<file path="config.mk">
export PLATFORM = sky130hd
export DESIGN_NAME = eth_tx_gmii_serializer
export DESIGN_NICKNAME = d
export VERILOG_FILES = /design/src/rtl/eth_tx_gmii_serializer.sv
export SDC_FILE = /design/constraint.sdc
export NUM_CORES = 1
export LEC_CHECK = 0
export ABC_AREA = 1
export CAP_MARGIN = 15
export CORE_MARGIN = 2
export CORE_UTILIZATION = 25
export DETAILED_ROUTE_END_ITERATION = 12
export GPL_ROUTABILITY_DRIVEN = 0
export SYNTH_ARGS = -nofsm -noshare
export SYNTH_HDL_FRONTEND = slang
export SYNTH_SLANG_ARGS = --single-unit
</file>
<file path="constraint.sdc">
create_clock -name clk -period 1.7 [get_ports clk]
set_input_delay 0.34 -clock clk [delete_from_list [all_inputs] [get_ports clk]]
set_output_delay 0.34 -clock clk [all_outputs]
set_load 0.05 [all_outputs]
</file>
<file path="src/rtl/eth_tx_gmii_serializer.sv">
// Serializes a framed 32-bit word stream onto GMII: preamble, SFD, payload, then an enforced IFG.
// Outputs are registered; in_rdy is combinational. Mid-frame starvation emits one error byte and drains.
module eth_tx_gmii_serializer #(
  parameter int PREAMBLE_LEN = 7,
  parameter int IFG_CYCLES   = 12
) (
  input  logic        clk,
  input  logic        rst_n,
  input  logic        in_vld,
  output logic        in_rdy,
  input  logic [31:0] in_dat,
  input  logic [1:0]  in_be,
  input  logic        in_sof,
  input  logic        in_eof,
  output logic [7:0]  gmii_txd,
  output logic        gmii_tx_en,
  output logic        gmii_tx_er,
  output logic        busy,
  output logic        underrun
);

  typedef enum logic [2:0] {
    S_IDLE, S_PREAMBLE, S_SFD, S_DATA, S_ERR, S_DRAIN, S_IFG
  } state_t;

  localparam logic [3:0] PRE_LAST = 4'(PREAMBLE_LEN - 1);
  localparam logic [5:0] IFG_LAST = 6'(IFG_CYCLES - 1);

  state_t      state_q, state_d;
  logic [31:0] word_q, word_d;
  logic [1:0]  idx_q, idx_d;
  logic [1:0]  be_q, be_d;
  logic        eof_q, eof_d;
  logic [3:0]  pre_cnt_q, pre_cnt_d;
  logic [5:0]  ifg_cnt_q, ifg_cnt_d;
  logic [7:0]  txd_d;
  logic        tx_en_d, tx_er_d;
  logic        last_byte;

  assign last_byte = (idx_q == 2'd3) || (eof_q && (idx_q == be_q));
  assign busy      = (state_q != S_IDLE);

  always_comb begin
    state_d   = state_q;
    word_d    = word_q;
    idx_d     = idx_q;
    be_d      = be_q;
    eof_d     = eof_q;
    pre_cnt_d = pre_cnt_q;
    ifg_cnt_d = ifg_cnt_q;
    in_rdy    = 1'b0;

    case (state_q)
      S_IDLE: begin
        if (in_vld && in_sof) begin
          state_d   = S_PREAMBLE;
          pre_cnt_d = 4'd0;
        end else begin
          in_rdy = in_vld;
        end
      end
      S_PREAMBLE: begin
        if (pre_cnt_q == PRE_LAST) state_d = S_SFD;
        else                       pre_cnt_d = pre_cnt_q + 4'd1;
      end
      S_SFD: begin
        in_rdy = 1'b1;
        if (in_vld) begin
          word_d  = in_dat;
          be_d    = in_be;
          eof_d   = in_eof;
          idx_d   = 2'd0;
          state_d = S_DATA;
        end else begin
          state_d = S_ERR;
        end
      end
      S_DATA: begin
        if (!last_byte) begin
          idx_d = idx_q + 2'd1;
        end else if (eof_q) begin
          state_d   = S_IFG;
          ifg_cnt_d = 6'd0;
        end else begin
          // Next word must be ready on this last byte to keep the byte stream gapless.
          in_rdy = 1'b1;
          if (in_vld) begin
            word_d = in_dat;
            be_d   = in_be;
            eof_d  = in_eof;
            idx_d  = 2'd0;
          end else begin
            state_d = S_ERR;
          end
        end
      end
      S_ERR: state_d = S_DRAIN;
      S_DRAIN: begin
        if (in_vld && in_sof) begin
          state_d   = S_IFG;
          ifg_cnt_d = 6'd0;
        end else begin
          in_rdy = 1'b1;
          if (in_vld && in_eof) begin
            state_d   = S_IFG;
            ifg_cnt_d = 6'd0;
          end
        end
      end
      S_IFG: begin
        if (ifg_cnt_q == IFG_LAST) begin
          if (in_vld && in_sof) begin
            state_d   = S_PREAMBLE;
            pre_cnt_d = 4'd0;
          end else begin
            state_d = S_IDLE;
          end
        end else begin
          ifg_cnt_d = ifg_cnt_q + 6'd1;
        end
      end
      default: state_d = S_IDLE;
    endcase

    // Wire contents for the next cycle are a decode of the next state.
    tx_en_d = (state_d == S_PREAMBLE) || (state_d == S_SFD) ||
              (state_d == S_DATA) || (state_d == S_ERR);
    tx_er_d = (state_d == S_ERR);
    case (state_d)
      S_PREAMBLE: txd_d = 8'h55;
      S_SFD:      txd_d = 8'hD5;
      S_DATA:     txd_d = word_d[{idx_d, 3'b000} +: 8];
      default:    txd_d = 8'h00;
    endcase
  end

  always_ff @(posedge clk or negedge rst_n) begin
    if (!rst_n) begin
      state_q    <= S_IDLE;
      word_q     <= 32'd0;
      idx_q      <= 2'd0;
      be_q       <= 2'd0;
      eof_q      <= 1'b0;
      pre_cnt_q  <= 4'd0;
      ifg_cnt_q  <= 6'd0;
      gmii_txd   <= 8'd0;
      gmii_tx_en <= 1'b0;
      gmii_tx_er <= 1'b0;
      underrun   <= 1'b0;
    end else begin
      state_q    <= state_d;
      word_q     <= word_d;
      idx_q      <= idx_d;
      be_q       <= be_d;
      eof_q      <= eof_d;
      pre_cnt_q  <= pre_cnt_d;
      ifg_cnt_q  <= ifg_cnt_d;
      gmii_txd   <= txd_d;
      gmii_tx_en <= tx_en_d;
      gmii_tx_er <= tx_er_d;
      underrun   <= tx_er_d;
    end
  end

endmodule
</file>
## After elaboration in Yosys (flattened, before gate mapping)

Index checks and enable logic that the tools add are counted.

- Register bits: 60
- Output and inout port bits: 13
- Logic and storage cells: 96

- Add/subtract/negate cells: 3
- Equal/unequal tests: 22
- Shift-type cells: 1
- Mux-type cells: 44
- Reductions and logical operators: 16

Operators with widths:

| cell | number |
|---|---|
| $mux W32 | 3 |
| $pmux W32 S2 | 1 |
| $shiftx A32 B6 Y8 | 1 |
| $mux W6 | 5 |
| $mux W3 | 9 |
| $pmux W8 S3 | 1 |
| $pmux W3 S7 | 1 |
| $pmux W6 S3 | 1 |
| $ne A2 B2 Y1 const B | 7 |
| $eq A3 B2 Y1 const B | 4 |
| $eq A3 B3 Y1 const B | 4 |
| $mux W2 | 6 |
| $mux W4 | 3 |
| $pmux W4 S3 | 1 |
| $mux W1 | 9 |
| $reduce_and A3 Y1 | 3 |
| $reduce_bool A3 Y1 | 3 |
| $pmux W2 S2 | 2 |
| $add A6 B1 Y6 const B | 1 |
| $eq A3 B1 Y1 const B | 2 |
| $eq A6 B4 Y1 const B | 1 |
| $reduce_and A5 Y1 | 1 |
| $add A4 B1 Y4 const B | 1 |
| $eq A4 B3 Y1 const B | 1 |
| other kinds (10) | 15 |

## Logic depth before layout (Yosys ltp)

- Depth after elaboration: 9
- Mapped depth: 14
- Depth with buffers taken out: 14

## Least setup slack after synthesis

Ideal clock, no wire load.

- Path kind: register -> output
- Start: register state_q[0]
- End: output port in_rdy
- Arrival time: 1.581 ns
- Setup slack: -0.221 ns
- Stages on the path, launching flop included: 8
- Path through: dfrtp_1 inv_2 nand2_1 nor2_1 inv_1 o21ai_0 nand2_1 nand2_1

- Word-level cells in the longest chain between the ends: 2

Ends and longest elaborated chain:

| element | RTL line | RTL |
|---|---|---|
| from (decl) | 29 | `state_t state_q, state_d;` |
| from (signal assigned) | 151 | `state_q <= state_d;` |
| $eq A3 B3 Y1 (tied with other cells) | 53 | `case (state_q)` |
| $pmux W1 S4 * | 53 |  |
| to (decl) | 10 | `output logic in_rdy,` |

Mark *: on every way between the ends. The rest lies on a longest branch, timed or not.

## Final worst setup path

- Start: register state_q[1]
- End: output port in_rdy

Same word-level chain as after synthesis.

==> run metrics <==
Tcrit/Tclk final=107%; failing checks=negative setup slack; full die area=0.0133 mm2; Tot GR Track Use=between 10% and 20%; number of setup violations in the final report=11; Area after DPL=around 0.0041 mm2; port bufs=51; Critical Path Source Type=flip-flop; Worst-Skew Late Latency=about 0.33 ns; CTS max path bufs=2; final non-filler cell total=~670; Mapped Area=0.00309 mm2; fmax=548 MHz; Seq cells post-synth=60; Crit path arrival time=approximately 1.5 ns; initial antenna violation count=0; maximum fanout count along the critical path=3; final antenna-violating net count=0; CP Class=reg2out; DIE HEIGHT=115 um; PnR worst setup slack=-0.126 ns; # nets final=540; Util after Layout=roughly two fifths; DR vias=2990; Slew Limit Fails=0; highest routed layer=met4; Placement Setup Slack=-0.447 ns; CTS tree=done; number of global-route vias before repair=around 3000; Core Area=roughly 0.012 mm2; power density over the cells=between 1500 and 2000 mW/mm2; Max Cap Viol=0; Tmin final=around 1.8 ns; relative slew slack=between 70% and 80%; Hold Path Class=in2async; drt pass-1 iters=4; Cells after Synth=~370; number of synthesis warnings=0; Req. time, crit path=approximately 1.4 ns; DRC Markers=0; Rows=40; P_leak=between 2 and 2.5 nW; initial DRC count=between 100 and 150; Worst setup EP type=primary output; met2 WL=approximately 4600 um; M1 wire length=3840 um; CTS clock-pin slew for the worst setup and hold paths=0.05 ns; Die Wd=~120 um; met3 wire length=about 280 um; clock sink count=60; fill count=1165; IO Count=between 50 and 60; Post-Syn Area per Cell=8.33 um2; final setup TNS=-0.741 ns; global-route wire length before repair=~14000 um; RSZ-0062 raised after global routing=yes; initial core utilization=about a quarter; placed insts=around 630; GRT overflow=0; total power draw=about 9 mW; CTS root buf=clkbuf_16; final hold slack=approximately 0.44 ns; syn nets=between 400 and 500; Num CTS Buffers=9; DR vias/cell=between 4 and 5; design area=roughly 0.005 mm2; sequential-to-total area share from yosys stat=between 40% and 50%; Hold Vio Cnt, Final=0; pin count of the biggest net entering global routing=49; VDD IR max=about 0.00067 V; CTS H-tree depth=3; status=finished, violations left; HPWL Detailed=just over 6000 um; skew final=between 0.007 and 0.008 ns; per-cell routed wire length=13.6 um; Layout area overhead=61.1%; Post-Route WL=between 9000 and 10000 um; diode count=0; layout cells sized above 1=35.1%; synth unique cells=37; Slew @ Worst Pin=between 0.3 and 0.4 ns
## flip-flops by register name (all words and copies together) (netlist names)
name        count
pre_cnt_q       4
ifg_cnt_q       6
idx_q           2
state_q         3
gmii_txd        8
gmii_tx_en      1
eof_q           1
underrun        1
word_q         32
be_q            2
## placed cells by master, fill, tap and decap left out, types with 4 or more instances in the layout
cell type	Yosys	routed
nand2_1	116	106
nand3_1	42	34
nor2_4	1	4
nand4_1	4	4
dfrtp_1	60	58
inv_1	32	26
buf_4	5	65
a21oi_1	8	6
inv_2	4	8
buf_6	3	16
nand2_4	1	10
clkdlybuf4s50_1	0	36
nor2_1	26	18
clkbuf_16	0	9
buf_12	0	6
a32o_1	9	9
o21ai_1	2	8
nand3_4	2	4
nor3_4	0	5
nor2_2	2	7
nand3_2	2	8
nand2_2	7	9
o21ai_0	13	7
## power breakdown
part / total [mW] / switching, mW / internal, mW
clock network: 1.94 / 0.632 / 1.31
registers: 2.29 / 0.275 / 2.02
logic: 4.77 / 2.70 / 2.07
## repair_timing
item / CTS / global route
pin swaps: 13 / 24
gates cloned: 1 / 0
setup endpoints to repair: 19 / 21
gates resized for setup: 38 / 51
hold endpoints to repair: 12 / 0
hold buffers: 1 / 0
setup buffers: 17 / 10
## path summary, 6_finish.rpt
path / from / to / slack, ns / cells past startpoint
hold / removal: rst_n / pre_cnt_q[3] / 0.44 / 2
setup / recovery: state_q[1] / in_rdy / -0.13 / 8
hold reg to reg: word_q[13] / word_q[13] / 0.48 / 2
setup reg to reg: idx_q[1] / gmii_txd[3] / -0.10 / 14
max in group asynchronous: rst_n / be_q[1] / 0.68 / 3
min in group clk: word_q[13] / word_q[13] / 0.48 / 2
## critical path, stage by stage (launching register included)
cell,delay [ns]
dfrtp_2,0.43
inv_4,0.09
nand2_4,0.06
nor2_4,0.11
inv_2,0.05
o21ai_1,0.11
nand2_1,0.10
nand2_4,0.08
buf_12,0.13
## kinds of logic (layout without fill, tap and decap cells)
family	Yosys count	after routing	share of synthesized area [%]
adders and majority gates	4	4	1.62
and+or+nand+nor	213	214	31.7
xor gates and xnor gates	1	1	0.283
DFF	60	60	48.6
buffers and inverters	49	178	7.45
AOI/OAI and AO/OA	44	44	10.4
## final cells by class
cell class / count / area [um2] / share of cell area, %
multi-input combinational: 263 / 1630 / 32.8
tap: 168 / 210 / 4.22
sequential: 60 / 1500 / 30.2
timing repair buffer: 126 / 1170 / 23.5
clock buffer: 11 / 243 / 4.87
clock inverter: 4 / 73.8 / 1.48
inverter: 37 / 145 / 2.91
## Yosys cell counts
master,n,share of area [%]
buf_4,5,1.2
nor2_1,26,3.2
clkbuf_1,1,0.12
nor2_2,2,0.40
nand4_1,4,0.81
o22ai_1,1,0.20
xor2_1,1,0.28
o21ai_0,13,2.1
a21oi_1,8,1.3
buf_2,3,0.49
ha_1,4,1.6
a211oi_1,1,0.24
nor3b_2,1,0.40
dfrtp_1,60,49
o221ai_1,1,0.28
a31oi_1,1,0.20
inv_2,4,0.49
nand3_1,42,6.8
nor3b_1,2,0.49
nand2_1,116,14
nand3_4,2,1.1
clkinv_2,1,0.16
a32o_1,9,2.9
a21boi_2,1,0.36
nand2_2,7,1.4
a21oi_4,1,0.53
nor3_1,4,0.65
o211ai_1,2,0.49
o21ai_1,2,0.32
nand2_4,1,0.36
buf_6,3,1.1
nor3_2,3,0.97
nor2_4,1,0.36
inv_1,32,3.9
o21bai_1,1,0.24
nand3_2,2,0.65
o31ai_2,3,1.2
## layer usage
| layer | vias to the layer above | global-route usage (%) |
|---|---|---|
| li1 | 1480 | - |
| met1 | 1422 | 16.7 |
| met2 | 60 | 23.3 |
| met3 | 28 | 3.22 |
| met4 | 0 | 8.03 |
| met5 | - | 0 |
Power figures use the tool's default switching activity.
